$ cat src/rtl/ai_cu_ifm_reader.sv
// IFM read engine: fetch request -> pipelined single-word bus reads -> credit-protected FIFO -> valid/ready stream.
// Optional feature macro AI_IFM_READER_STATS_EN adds stall_cnt (consumer backpressure cycles per transfer).

// Generic synchronous FIFO with registered storage; head word drives rd_dat directly.
// Latency: word written at edge M is visible on rd_vld/rd_dat right after edge M.
// Backpressure: no wr_rdy; the writer guarantees space, push+pop together is legal at any fill level.
module ai_cu_ifm_fifo #(
    parameter int W     = 32,
    parameter int DEPTH = 8
) (
    input  logic                     clk,
    input  logic                     rst,
    input  logic                     wr_vld,
    input  logic [W-1:0]             wr_dat,
    output logic                     rd_vld,
    output logic [W-1:0]             rd_dat,
    input  logic                     rd_rdy,
    output logic [$clog2(DEPTH):0]   count
);
    localparam int AW = $clog2(DEPTH);

    logic [W-1:0]  mem [DEPTH];
    logic [AW-1:0] wr_ptr;
    logic [AW-1:0] rd_ptr;
    logic          push;
    logic          pop;

    assign rd_vld = (count != '0);
    assign rd_dat = mem[rd_ptr];
    assign pop    = rd_vld && rd_rdy;
    assign push   = wr_vld;

    always_ff @(posedge clk or negedge rst) begin
        if (!rst) begin
            for (int i = 0; i < DEPTH; i++) mem[i] <= '0;
            wr_ptr <= '0;
            rd_ptr <= '0;
            count  <= '0;
        end else begin
            if (push) begin
                mem[wr_ptr] <= wr_dat;
                wr_ptr      <= wr_ptr + AW'(1);
            end
            if (pop) rd_ptr <= rd_ptr + AW'(1);
            case ({push, pop})
                2'b10:   count <= count + (AW+1)'(1);
                2'b01:   count <= count - (AW+1)'(1);
                default: count <= count;
            endcase
        end
    end
endmodule

// Input-feature-map reader: issues base+i*bytes reads, buffers returns, streams them, pulses done.
// Latency: request -> bus_req next cycle; rvalid -> ifm_valid next cycle; last pop -> done next cycle.
// Backpressure: bus_req only while outstanding + fifo fill < depth, so every return has a free slot.
module ai_cu_ifm_reader #(
    parameter int ADDR_W     = 32,
    parameter int LEN_W      = 16,
    parameter int DATA_W     = 32,
    parameter int FIFO_DEPTH = 8
) (
    input  logic              clk,
    input  logic              rst,
    input  logic              mem_read_req,
    input  logic [ADDR_W-1:0] mem_read_addr,
    input  logic [LEN_W-1:0]  mem_read_len,
    output logic              mem_read_done,
    output logic              busy,
    output logic              bus_req,
    output logic [ADDR_W-1:0] bus_addr,
    input  logic              bus_gnt,
    input  logic              bus_rvalid,
    input  logic [DATA_W-1:0] bus_rdata,
    output logic              ifm_valid,
    output logic [DATA_W-1:0] ifm_data,
    input  logic              ifm_ready
`ifdef AI_IFM_READER_STATS_EN
    ,
    output logic [15:0]       stall_cnt
`endif
);
    localparam int CW = $clog2(FIFO_DEPTH) + 1;
    localparam logic [ADDR_W-1:0] BYTES = ADDR_W'(DATA_W / 8);

    typedef enum logic [1:0] {IDLE, ISSUE, DRAIN, DONE} state_t;

    state_t            state;
    state_t            state_nxt;
    logic [ADDR_W-1:0] base_r;
    logic [LEN_W-1:0]  len_r;
    logic [LEN_W-1:0]  iss_cnt;
    logic [LEN_W-1:0]  pop_cnt;
    logic [CW-1:0]     outstanding;
    logic [CW-1:0]     fifo_count;
    logic [CW:0]       credit_sum;
    logic              credit_ok;
    logic              start;
    logic              xfer_active;
    logic              addr_fire;
    logic              push_vld;
    logic              pop_fire;
    logic              last_issue;
    logic              last_pop;

    assign start       = (state == IDLE) && mem_read_req;
    assign xfer_active = (state == ISSUE) || (state == DRAIN);
    assign credit_sum  = {1'b0, outstanding} + {1'b0, fifo_count};
    assign credit_ok   = credit_sum < (CW+1)'(FIFO_DEPTH);
    assign addr_fire   = bus_req && bus_gnt;
    // Returns with nothing outstanding (stray or past the length) never reach the FIFO.
    assign push_vld    = bus_rvalid && xfer_active && (outstanding != '0);
    assign pop_fire    = ifm_valid && ifm_ready;
    assign last_issue  = addr_fire && (iss_cnt == len_r - LEN_W'(1));
    assign last_pop    = (pop_cnt == len_r) ||
                         (pop_fire && (pop_cnt == len_r - LEN_W'(1)));

    always_ff @(posedge clk or negedge rst) begin
        if (!rst) state <= IDLE;
        else      state <= state_nxt;
    end

    always_comb begin
        state_nxt = state;
        case (state)
            IDLE:    if (mem_read_req) state_nxt = (mem_read_len == '0) ? DONE : ISSUE;
            ISSUE:   if (last_issue)   state_nxt = DRAIN;
            DRAIN:   if (last_pop)     state_nxt = DONE;
            DONE:    state_nxt = IDLE;
            default: state_nxt = IDLE;
        endcase
    end

    always_comb begin
        busy          = 1'b0;
        bus_req       = 1'b0;
        bus_addr      = '0;
        mem_read_done = 1'b0;
        case (state)
            ISSUE: begin
                busy     = 1'b1;
                bus_req  = credit_ok;
                bus_addr = base_r + ADDR_W'(iss_cnt) * BYTES;
            end
            DRAIN:   busy = 1'b1;
            DONE: begin
                busy          = 1'b1;
                mem_read_done = 1'b1;
            end
            default: ;
        endcase
    end

    always_ff @(posedge clk or negedge rst) begin
        if (!rst) begin
            base_r      <= '0;
            len_r       <= '0;
            iss_cnt     <= '0;
            pop_cnt     <= '0;
            outstanding <= '0;
        end else if (start) begin
            base_r      <= mem_read_addr;
            len_r       <= mem_read_len;
            iss_cnt     <= '0;
            pop_cnt     <= '0;
            outstanding <= '0;
        end else begin
            if (addr_fire)               iss_cnt <= iss_cnt + LEN_W'(1);
            if (pop_fire && xfer_active) pop_cnt <= pop_cnt + LEN_W'(1);
            case ({addr_fire, push_vld})
                2'b10:   outstanding <= outstanding + CW'(1);
                2'b01:   outstanding <= outstanding - CW'(1);
                default: outstanding <= outstanding;
            endcase
        end
    end

    ai_cu_ifm_fifo #(
        .W     (DATA_W),
        .DEPTH (FIFO_DEPTH)
    ) u_fifo (
        .clk    (clk),
        .rst    (rst),
        .wr_vld (push_vld),
        .wr_dat (bus_rdata),
        .rd_vld (ifm_valid),
        .rd_dat (ifm_data),
        .rd_rdy (ifm_ready),
        .count  (fifo_count)
    );

`ifdef AI_IFM_READER_STATS_EN
    always_ff @(posedge clk or negedge rst) begin
        if (!rst) begin
            stall_cnt <= '0;
        end else if (start) begin
            stall_cnt <= '0;
        end else if (xfer_active && ifm_valid && !ifm_ready && (stall_cnt != 16'hFFFF)) begin
            stall_cnt <= stall_cnt + 16'd1;
        end
    end
`endif
endmodule
$ cat config.mk
export PLATFORM = sky130hd
export DESIGN_NAME = ai_cu_ifm_reader
export DESIGN_NICKNAME = d
export VERILOG_FILES = /design/src/rtl/ai_cu_ifm_reader.sv
export SDC_FILE = /design/constraint.sdc
export NUM_CORES = 1
export LEC_CHECK = 0
export CAP_MARGIN = 10
export CELL_PAD_IN_SITES_DETAIL_PLACEMENT = 0
export CELL_PAD_IN_SITES_GLOBAL_PLACEMENT = 1
export CORE_MARGIN = 4
export CORE_UTILIZATION = 51
export CTS_CLUSTER_SIZE = 10
export DETAILED_ROUTE_END_ITERATION = 10
export PLACE_DENSITY_LB_ADDON = 0.1
export REMOVE_ABC_BUFFERS = 1
export SYNTH_ARGS = -nofsm -noshare
export SYNTH_HDL_FRONTEND = slang
export SYNTH_SLANG_ARGS = --single-unit
$ cat constraint.sdc
create_clock -name clk -period 10.6 [get_ports clk]
set_input_delay 2.12 -clock clk [delete_from_list [all_inputs] [get_ports clk]]
set_output_delay 2.12 -clock clk [all_outputs]
set_load 0.005 [all_outputs]
# Word-level counts from Yosys, hierarchy flattened
# Index checks and enable logic that the tools add are counted.
# Widths: inputs -> output; s select.
dict set report word_totals {
  reg_bits 352
  in_bits 86
  output_inout_bits 68
  word_cells 90
}
dict set report op_classes {
  n_addsub 11
  magnitude_cmp 4
  n_eq_ne 13
  muxes 22
  n_bitwise 2
  reduce_logical 21
}
# cell n
set op_table {}
lappend op_table {{$bwmux 256} 1}
lappend op_table {{$mux 32} 4}
lappend op_table {{$bmux 32 s3} 1}
lappend op_table {{$demux 32 s3} 1}
lappend op_table {{$mux 16} 4}
lappend op_table {{$eq 16x16->1} 3}
lappend op_table {{$add 16x1->16 const B} 2}
lappend op_table {{$add 32x18->32} 1}
lappend op_table {{$logic_not 16->1} 1}
lappend op_table {{$pmux 4 s2} 2}
lappend op_table {{$sub 16x1->16 const B} 1}
lappend op_table {{$logic_and 1x1->1} 9}
lappend op_table {{$add 4x1->4 const B} 2}
lappend op_table {{$eq 2x2->1 const B} 4}
lappend op_table {{$ge 4x4->1 const B} 2}
lappend op_table {{$mux 2} 4}
lappend op_table {{$not 3->4} 2}
lappend op_table {{$pmux 2 s4} 1}
lappend op_table {{$reduce_bool 4->1} 2}
lappend op_table {{$sub 4x1->4 const B} 2}
lappend op_table {{$add 3x1->3 const B} 2}
lappend op_table {{$eq 2x1->1 const B} 3}
lappend op_table {{$ne 2x2->1 const B} 3}
lappend op_table {{$reduce_bool 2->1} 3}
lappend op_table {{other kinds (10)} 13}

# Depth between registers and ports, before layout
# Gate-level depths: netlist of run 1.
dict set report depth {
  ltp_word 7
  ltp_mapped 14
  depth_no_buf 12
}

# Hierarchy
# From an unflattened synthesis of run 1, not the netlist that was laid out.
dict set report hier_totals {
  cells_unflattened 1450
  area_unflattened_um2 18078.6
}
# mod n_inst cells_each area_per_inst_um2 seq_area_each_um2
set modules_own_cells {}
lappend modules_own_cells {ai_cu_ifm_fifo 1 706 11996.5 6656.4}
lappend modules_own_cells {ai_cu_ifm_reader 1 744 6082.1 2152.1}

# Worst setup path before layout of run 1
# Ideal clock, no wire load.
dict set report synth_timing {
  path_kind {register to output}
  start {reg iss_cnt[0]}
  end {out bus_addr[20]}
  arrival_ns 2.958
  t_required_ns 8.480
  path_slack_ns 5.522
  path_stages_with_launch 11
  path_buffers 0
  cell_sequence {dfrtp_1 > ha_1 > fa_1 > a21o_1 > a21o_1 > a211oi_1 > o311ai_0 > a211oi_1 > nor3_1 > a31o_2 > a21oi_1}
}
dict set report synth_via {
  elab_chain_len 2
}
# item line_no
set synth_lines {}
lappend synth_lines {{start, declared} 92} ;# logic [LEN_W-1:0] iss_cnt;
lappend synth_lines {{start signal, assigned} 168} ;# if (addr_fire) iss_cnt <= iss_cnt + LEN_W'(1);
lappend synth_lines {{$add 32x18->32} 143} ;# bus_addr = base_r + ADDR_W'(iss_cnt) * BYTES;
lappend synth_lines {{$mux 32} 139} ;# case (state)
lappend synth_lines {{end, declared} 71} ;# output logic [ADDR_W-1:0] bus_addr,
# No other way between the ends.

# Worst setup path in the final report of run 1
# Ends and elaborated chain as after synthesis.

==> flow_metrics.env, run 1 <==
export IMPL_die_w_um=196
export IMPL_drcViolationCount=0
export IMPL_cts_tree="built"
export IMPL_critical_path_n_buffers_inverters=1
export IMPL_die_area_sq_um=38500
export IMPL_cts_made_buffers=42
export IMPL_cp_end_kind="output pin"
export IMPL_rows=68
export IMPL_slew_viol_final=0
export IMPL_antenna_left=0
export IMPL_area_delta_synth_final_pct=17.5
export IMPL_netlist_area_leader_share=0.488
export IMPL_powerDensity_nw_per_um2=291
export IMPL_grt_usage=0.221
export IMPL_drive_above_1_share=0.272
export IMPL_ys_async_sr_fraction=1.00
export IMPL_coreArea_sq_um=34700
export IMPL_via_per_inst=5.75
export IMPL_clk_latency_ps=550
export IMPL_synthFlopType="dfrtp_1"
export IMPL_min_path_type="flip-flop to flip-flop"
export IMPL_synth_edf_count=0
export IMPL_drtIter0Drc=612
export IMPL_ir_worst_vdd_mv=0.188
export IMPL_dr_pass1_iters=4
export IMPL_ios=154
export IMPL_cts_setup_buffers=0
export IMPL_yosys_cell_types_count=62
export IMPL_setup_worst_path_start_class="flip-flop"
export IMPL_setup_ws_ps=3890
export IMPL_synth_area_per_cell_sq_um=12.1
export IMPL_grt_setup_unrepaired="false"
export IMPL_die_height_um=196
export IMPL_seqCellArea_sq_um=8810
export IMPL_cp_data_required_time_ps=8480
export IMPL_timing_final_crit_share=0.633
export IMPL_clk_pin_slew_ps=60
export IMPL_path_cells="ha_1 -> fa_1 -> a21o_1 -> a21o_1 -> a211oi_1 -> o311ai_0 -> a211oi_1 -> nor3_1 -> a31o_2 -> a21oi_1 -> clkdlybuf4s50_1"
export IMPL_clock_fmax_mhz=149
export IMPL_preCtsSetupSlack_ps=4450
export IMPL_antenna_found_initial=1
export IMPL_post_cts_resized=0
export IMPL_ys_seq_area_frac=0.488
export IMPL_fin_crit_ps=6710
export IMPL_status="complete, no violations"
export IMPL_totalPowerFinal_mw=6.17
export IMPL_syn_inst=1488
export IMPL_cts_sinks=352
export IMPL_final_hold_viol_count=0
export IMPL_grt_pass1_vias=12659
export IMPL_worstPathArrival_ps=4590
export IMPL_wl_per_cell_um=20.3
export IMPL_root_buffer="clkbuf_16"
export IMPL_synth_area_leader_cell="dfrtp_1"
export IMPL_p_leak_nw=9.35
export IMPL_hpwl_um=26100
export IMPL_fin_skew_ps=14.0
export IMPL_diodes=0
export IMPL_n_fill_cell=2853
export IMPL_tns_ps=0
export IMPL_ys_warnings_count=0
export IMPL_grt_start_max_net_pins=166
export IMPL_crit_family="compound AO/OA/AOI/OAI gates"
export IMPL_cp_slowest_cell="a211oi_1"
export IMPL_gp_congestion=0.826
export IMPL_worstMarginPinSlew_ps=1110
export IMPL_nets=1739
export IMPL_syn_area_sq_um=18100
export IMPL_start_util=0.520
export IMPL_crit_path_max_fanout=5
export IMPL_vias=11985
export IMPL_crit_type="flip-flop to output pin"
export IMPL_multi_input_area_sq_um=8880
export IMPL_hold_buffers=0
export IMPL_synth_area_leaders="dfrtp_1 (49%), mux2_2 (18%), mux4_2 (8.0%), nand2_1 (3.7%), xnor2_1 (2.5%)"
export IMPL_routed_wl_um=42200
export IMPL_portBuffers=153
export IMPL_overflow=0
export IMPL_grt_pass1_wl_um=68900
export IMPL_clk_path_buf_depth=3
export IMPL_cts_max_level=2
export IMPL_synth_seq_cells=352
export IMPL_max_cap_violations=0
export IMPL_max_stage_delay_ps=680
export IMPL_setup_viol=0
export IMPL_max_slew_margin=0.262
## cell usage after synthesis (4+ instances only)
library cell and n:
a211oi_1 8, a21o_1 7, a21oi_1 34, a31o_2 4, a32oi_1 4, and2_1 13, and3_1 9, buf_1 10
buf_2 5, clkbuf_1 67, dfrtp_1 352, ha_1 34, inv_1 22, mux2_2 289, mux2i_1 8, mux4_2 64
nand2_1 179, nand2b_1 9, nand3_1 27, nand4_1 12, nor2_1 86, nor3_1 18, nor3b_1 5, nor4_1 16
o21ai_0 34, or3_1 14, or4_1 4, xnor2_1 51, xor2_1 50
## final cells by class
class                      instances  share of cell area
tap                              455              0.0268
timing repair buffer             168              0.0783
sequential                       352               0.415
inverter                          23             0.00407
clock buffer                      53              0.0524
clock inverter                     5             0.00442
multi-input combinational       1029               0.418
## metal layers
metal | GRT usage | part of all wire
met5 | 0 | 0.00031
met4 | 0.0484 | 0.016
met3 | 0.0381 | 0.043
met2 | 0.358 | 0.47
met1 | 0.316 | 0.47
## cell usage in the layout (no fill, tap or decap), types with 3 or more instances in the layout
cell,instances
nand2_1,179
nand4_1,12
a31o_2,4
inv_1,22
a2111oi_0,3
or4_1,4
dfrtp_1,349
xnor2_1,51
a211oi_1,8
a21o_1,7
a21oi_1,34
nand3_1,27
nor3b_1,5
mux4_2,64
ha_1,34
nor2_4,6
o21ai_0,34
and2_1,12
nor3_1,17
o31ai_1,3
mux2_2,289
and3_1,9
or3_1,14
nor4_1,16
buf_4,14
nand2b_1,9
clkbuf_1,9
nor2b_1,3
a32oi_1,4
mux2i_1,8
xor2_1,50
clkbuf_16,42
a221oi_1,3
fa_1,3
nor2_1,80
clkdlybuf4s50_1,152
## cell families after synthesis
family,share of synthesized area
simple gates,0.107
mux,0.264
flops,0.488
compound gates,0.0410
buf+inv,0.0234
xor+xnor,0.0490
fa+ha+maj,0.0269
## worst paths after layout
check / startpoint / endpoint / slack [ps] / depth (start not counted)
max: iss_cnt[0] / bus_addr[20] / 3890 / 11
min: base_r[0] / base_r[0] / 460 / 2
max reg2reg: state[1] / outstanding[3] / 6870 / 13
min reg2reg: base_r[0] / base_r[0] / 460 / 2
max in group asynchronous: rst / u_fifo.mem[243] / 7490 / 2
min in group asynchronous: rst / u_fifo.count[2] / 1600 / 1
## tightest hold or removal path, stage by stage (launching register included)
cell and delay, ps:
dfrtp_1 330, nand2_1 50, nand2_1 50
## stage by stage
| step | std cells | utilization | cell area [sq um] | hold WS, ps |
|---|---|---|---|---|
| floorplan | 1404 | - | 17700 | 438 |
| global route | 2085 | 0.611 | 21200 | 505 |
| CTS | 2085 | 0.611 | 21200 | 469 |
| global placement | 2027 | 0.576 | 20000 | 451 |
| finish | 2085 | 0.611 | 21200 | 464 |
| detailed placement | 2027 | 0.576 | 20000 | 455 |
## sequential cells by signal (all words and copies together), names as in the netlist
register / count
u_fifo.wr_ptr: 3
len_r: 16
u_fifo.rd_ptr: 3
iss_cnt: 16
state: 2
pop_cnt: 16
u_fifo.mem: 256
u_fifo.count: 4
outstanding: 4
base_r: 32
## power by group
| part | switching (mW) | internal [mW] |
|---|---|---|
| clock network | 0.542 | 0.759 |
| logic | 1.05 | 1.48 |
| registers | 0.453 | 1.89 |
| total | 2.04 | 4.12 |
No activity file was read; power rests on OpenSTA's default activity.
==> run 2, diff against run 1 <==
Settings changed: CORE_UTILIZATION 51 to 43.
Clock period 10.6 ns to 5.9 ns, I/O delays scaled along.
==> run 2 against run 1 <==
Die area increased by 18%. Critical path depth unchanged. Clock power up 84%. Routed wire length is 5.4% higher. Non-clock buffer count did not move. Combinational power increased by 78%. Via count is 0.72% lower. Critical path type unchanged. Largest cell class unchanged. Largest power group unchanged.
==> flow_metrics.env, run 2 (synthesized netlist as in run 1, its figures left out) <==
export IMPL_setup_ws_ps=328
export IMPL_totalPowerFinal_mw=11.2
export IMPL_antenna_found_initial=3
export IMPL_post_cts_resized=0
export IMPL_nets=1739
export IMPL_cts_setup_buffers=0
export IMPL_worstPathArrival_ps=4390
export IMPL_final_hold_viol_count=0
export IMPL_worstMarginPinSlew_ps=1090
export IMPL_min_path_type="flip-flop to flip-flop"
export IMPL_cts_max_level=2
export IMPL_tns_ps=0
export IMPL_preCtsSetupSlack_ps=744
export IMPL_grt_pass1_wl_um=71300
export IMPL_rows=74
export IMPL_clock_fmax_mhz=179
export IMPL_max_slew_margin=0.273
export IMPL_seqCellArea_sq_um=8810
export IMPL_clk_pin_slew_ps=60
export IMPL_crit_path_max_fanout=5
export IMPL_clk_latency_ps=560
export IMPL_max_cap_violations=0
export IMPL_wl_per_cell_um=20.6
export IMPL_portBuffers=153
export IMPL_grt_usage=0.199
export IMPL_drtIter0Drc=666
export IMPL_ios=154
export IMPL_n_fill_cell=3578
export IMPL_die_area_sq_um=45300
export IMPL_coreArea_sq_um=41200
export IMPL_grt_start_max_net_pins=125
export IMPL_fin_crit_ps=5570
export IMPL_hold_ws_ps=465
export IMPL_slew_viol_final=0
export IMPL_antenna_left=0
export IMPL_layout_common_cells="dfrtp_1 (349), mux2_2 (289), nand2_1 (179)"
export IMPL_largest_reg_flops=256
export IMPL_start_util=0.438
export IMPL_routed_wl_um=44500
export IMPL_cp_data_required_time_ps=4720
export IMPL_cts_made_buffers=42
export IMPL_cp_end_kind="output pin"
export IMPL_dr_pass1_iters=5
export IMPL_grt_pass1_vias=12403
export IMPL_cts_tree="built"
export IMPL_timing_final_crit_share=0.944
export IMPL_area_delta_synth_final_pct=18.3
export IMPL_fin_skew_ps=16.8
export IMPL_overflow=0
export IMPL_ir_worst_vdd_mv=0.250
export IMPL_final_common_cell="dfrtp_1"
export IMPL_root_buffer="clkbuf_16"
export IMPL_cts_sinks=352
export IMPL_hpwl_um=28400
export IMPL_setup_worst_path_start_class="flip-flop"
export IMPL_diodes=0
export IMPL_clk_path_buf_depth=3
export IMPL_powerDensity_nw_per_um2=523
export IMPL_gp_congestion=0.835
export IMPL_largest_register="u_fifo.mem"
export IMPL_via_per_inst=5.51
export IMPL_drcViolationCount=0
export IMPL_drive_above_1_share=0.275
export IMPL_reg_largest_list="u_fifo.mem: 256 flops, base_r: 32 flops"
export IMPL_multi_input_area_sq_um=8880
export IMPL_vias=11899
export IMPL_utilization=0.518
export IMPL_die_height_um=213
export IMPL_p_leak_nw=9.38
export IMPL_setup_viol=0
export IMPL_status="complete, no violations"
export IMPL_hold_buffers=0
export IMPL_grt_setup_unrepaired="false"
export IMPL_die_w_um=213
export IMPL_crit_type="flip-flop to output pin"
==> run 2: cell types whose count changed in the layout (fill, tap and decap cells not counted), moves of 2 or more <==
| cell | before | now |
|---|---|---|
| clkbuf_1 | 9 | 5 |
| buf_4 | 14 | 12 |
| clkbuf_8 | 2 | 5 |
| buf_12 | 1 | 3 |
==> run 2: power by group <==
group / switching, mW / internal (mW) / total [mW] / leakage [nW]
clock: 0.982 / 1.41 / 2.39 / 0.600
sequential: 0.886 / 3.39 / 4.28 / 4.52
combinational: 1.83 / 2.66 / 4.49 / 4.26
total: 3.70 / 7.47 / 11.2 / 9.38
==> run 2: final timing paths <==
kind	start	end	slack (ps)	depth (start not counted)
worst max-delay path	iss_cnt[0]	bus_addr[20]	330	11
worst min-delay path	base_r[1]	base_r[1]	460	2
worst max register to register	len_r[0]	state[0]	2130	10
worst min register to register	base_r[1]	base_r[1]	460	2
max in group asynchronous	rst	u_fifo.mem[54]	4000	2
min in group asynchronous	rst	state[1]	660	1
==> run 2: final cells by class <==
type                            instances  share of cell area
Multi-Input combinational cell       1029               0.416
Sequential cell                       352               0.413
Tap cell                              532              0.0312
Timing Repair Buffer                  168              0.0790
Clock inverter                          3             0.00275
Clock buffer                           53              0.0545
Inverter                               23             0.00404
==> run 2: stage by stage <==
step / cell area [sq um] / cells
global route: 21400 / 2160
floorplan: 17700 / 1404
global placement: 20100 / 2104
finish: 21400 / 2160
detailed placement: 20100 / 2104
CTS: 21400 / 2160
==> run 2: worst max-delay path: stages, from the launching register on <==
cell,delay [ps]
dfrtp_1,440
ha_1,240
fa_1,410
a21o_1,180
a21o_1,210
a211oi_1,410
o311ai_0,310
a211oi_2,460
nor3_1,200
a31o_2,300
a21oi_1,130
clkdlybuf4s50_1,540
==> run 2: per-layer routing <==
| layer | vias up | GRT usage | routed length (um) |
|---|---|---|---|
| li1 | 5585 | - | - |
| met1 | 6077 | 0.303 | 22100 |
| met2 | 179 | 0.299 | 19900 |
| met3 | 54 | 0.0364 | 1850 |
| met4 | 4 | 0.0435 | 678 |
| met5 | - | 0 | 28 |
==> run 3, diff against run 2 <==
Settings changed: PLACE_DENSITY set to 0.86, PLACE_DENSITY_LB_ADDON 0.1 to not set.
Clock period 5.9 ns to 5.03 ns, I/O delays scaled along.
==> run 3 against run 2 <==
Hold slack gained 4.9 ps. Clock power increased by 13%. Highest routed layer is now met4. Critical endpoint is now bus_addr[24]. Sequential share of layout area shrank 0.089 points. Total power rose by 17%.
==> flow_metrics.env, run 3 (synthesized netlist as in run 1, its figures left out) <==
export IMPL_utilization=0.520
export IMPL_worstPathArrival_ps=3780
export IMPL_n_fill_cell=3459
export IMPL_hold_buffers=0
export IMPL_start_util=0.438
export IMPL_final_hold_viol_count=0
export IMPL_die_area_sq_um=45300
export IMPL_clk_path_buf_depth=3
export IMPL_root_buffer="clkbuf_16"
export IMPL_cts_made_buffers=43
export IMPL_dr_pass1_iters=6
export IMPL_via_per_inst=5.52
export IMPL_coreArea_sq_um=41200
export IMPL_swShare=0.333
export IMPL_antenna_left=0
export IMPL_slew_viol_final=0
export IMPL_clk_latency_ps=550
export IMPL_timing_final_crit_share=0.952
export IMPL_grt_pass1_vias=12697
export IMPL_p_leak_nw=9.40
export IMPL_wl_per_cell_um=19.8
export IMPL_cp_end_kind="output pin"
export IMPL_die_height_um=213
export IMPL_p_int_mw=8.68
export IMPL_cts_tree="built"
export IMPL_gp_congestion=0.890
export IMPL_grt_start_max_net_pins=122
export IMPL_setup_worst_path_start_class="flip-flop"
export IMPL_status="complete, no violations"
export IMPL_seq_power_share=0.377
export IMPL_cp_data_required_time_ps=4020
export IMPL_tns_ps=0
export IMPL_drtIter0Drc=759
export IMPL_reg_largest_list="u_fifo.mem: 256 flops, base_r: 32 flops"
export IMPL_grt_pass1_wl_um=70100
export IMPL_die_w_um=213
export IMPL_overflow=0
export IMPL_grt_setup_unrepaired="false"
export IMPL_p_switching_mw=4.34
export IMPL_antenna_found_initial=0
export IMPL_crit_type="flip-flop to output pin"
export IMPL_largest_reg_flops=256
export IMPL_totalPowerFinal_mw=13.0
export IMPL_nets=1747
export IMPL_hpwl_um=27600
export IMPL_max_cap_violations=0
export IMPL_ios=154
export IMPL_cts_sinks=352
export IMPL_grt_usage=0.193
export IMPL_min_path_type="flip-flop to flip-flop"
export IMPL_final_common_cell="dfrtp_1"
export IMPL_cts_setup_buffers=0
export IMPL_routed_wl_um=43000
export IMPL_clock_fmax_mhz=209
export IMPL_fin_skew_ps=16.1
export IMPL_largest_register="u_fifo.mem"
export IMPL_clk_pin_slew_ps=50
export IMPL_setup_viol=0
export IMPL_drive_above_1_share=0.280
export IMPL_crit_path_max_fanout=5
export IMPL_fin_crit_ps=4790
export IMPL_area_delta_synth_final_pct=18.5
export IMPL_ir_worst_vdd_mv=0.429
export IMPL_cts_max_level=2
export IMPL_vias=11992
export IMPL_layout_common_cells="dfrtp_1 (349), mux2_2 (289), nand2_1 (179)"
export IMPL_clkPwrFrac=0.206
export IMPL_powerDensity_nw_per_um2=608
export IMPL_max_slew_margin=0.324
export IMPL_worstMarginPinSlew_ps=1010
export IMPL_drcViolationCount=0
export IMPL_p_comb_frac=0.417
export IMPL_rows=74
export IMPL_portBuffers=153
run 3: cell count changes in the layout (fill, tap and decap cells not counted), sizes merged:
cell,before,now
buf,16,23
clkinv,1,6
clkinvlp,0,2
inv,24,22
bufinv,1,0
clkbuf,53,52
clkdlybuf4s50,152,151
diode,0,1
dlymetal6s2s,0,1
run 3: area by class of cell:
cell class                      instances  area [sq um]  area share
Clock inverter                          7          62.6     0.00292
Antenna cell                            1          2.50    0.000117
Timing Repair Buffer                  175          1750      0.0819
Multi-Input combinational cell       1029          8900       0.416
Inverter                               23          86.3     0.00403
Tap cell                              532           666      0.0311
Sequential cell                       352          8810       0.412
Clock buffer                           52          1120      0.0523
run 3: critical path, cell delays in order, from the launching register on:
cell and delay, ps:
dfrtp_2 440, ha_1 230, fa_2 360, a21o_1 160, a21o_1 210, a211oi_2 340
o311ai_2 170, a211oi_2 240, buf_4 150, nor3_1 100, nand2_1 120, mux2i_1 190
clkdlybuf4s50_1 520
run 3: worst paths after layout:
check | startpoint | endpoint | slack, ps | depth (start not counted)
max in group asynchronous | rst | u_fifo.rd_ptr[0] | 3320 | 2
setup reg to reg | outstanding[3] | outstanding[3] | 1340 | 11
min in group asynchronous | rst | base_r[28] | 520 | 1
hold / removal | base_r[1] | base_r[1] | 470 | 2
hold reg to reg | base_r[1] | base_r[1] | 470 | 2
setup / recovery | iss_cnt[0] | bus_addr[24] | 240 | 12
run 3: through the flow:
step                      cells  cell area [sq um]  hold WS, ps  setup WS [ps]
final                      2171              21400          470            242
after floorplan            1404              17700          438            497
after global placement     2111              20200          452            410
after detailed placement   2111              20200          464            406
after CTS                  2170              21400          477           6.74
after global routing       2170              21400          497           12.4
run 3: power groups by stage:
stage / Combinational (mW) / Clock [mW] / Sequential [mW]
global route: 5.94 / 2.89 / 5.07
detailed placement: 5.45 / 0 / 4.94
global placement: 5.33 / 0 / 4.86
floorplan: 3.55 / 0 / 4.75
CTS: 5.49 / 2.78 / 4.91
finish: 5.42 / 2.69 / 4.91
run 3: routing by layer:
layer  global-route usage  wire [um]  up-vias
met3               0.0325       1810       74
met1                0.269      19400     6106
met5                    0          0        -
li1                     -          -     5572
met2                0.307      20600      240
met4               0.0684       1210        0
run 3: repair_timing:
item / 4_1_cts / 5_1_grt
resized for setup: 2 / 6
setup endpoints to repair: 7 / 9
pin swaps: 2 / 3
hold endpoints to repair: 0 / 0
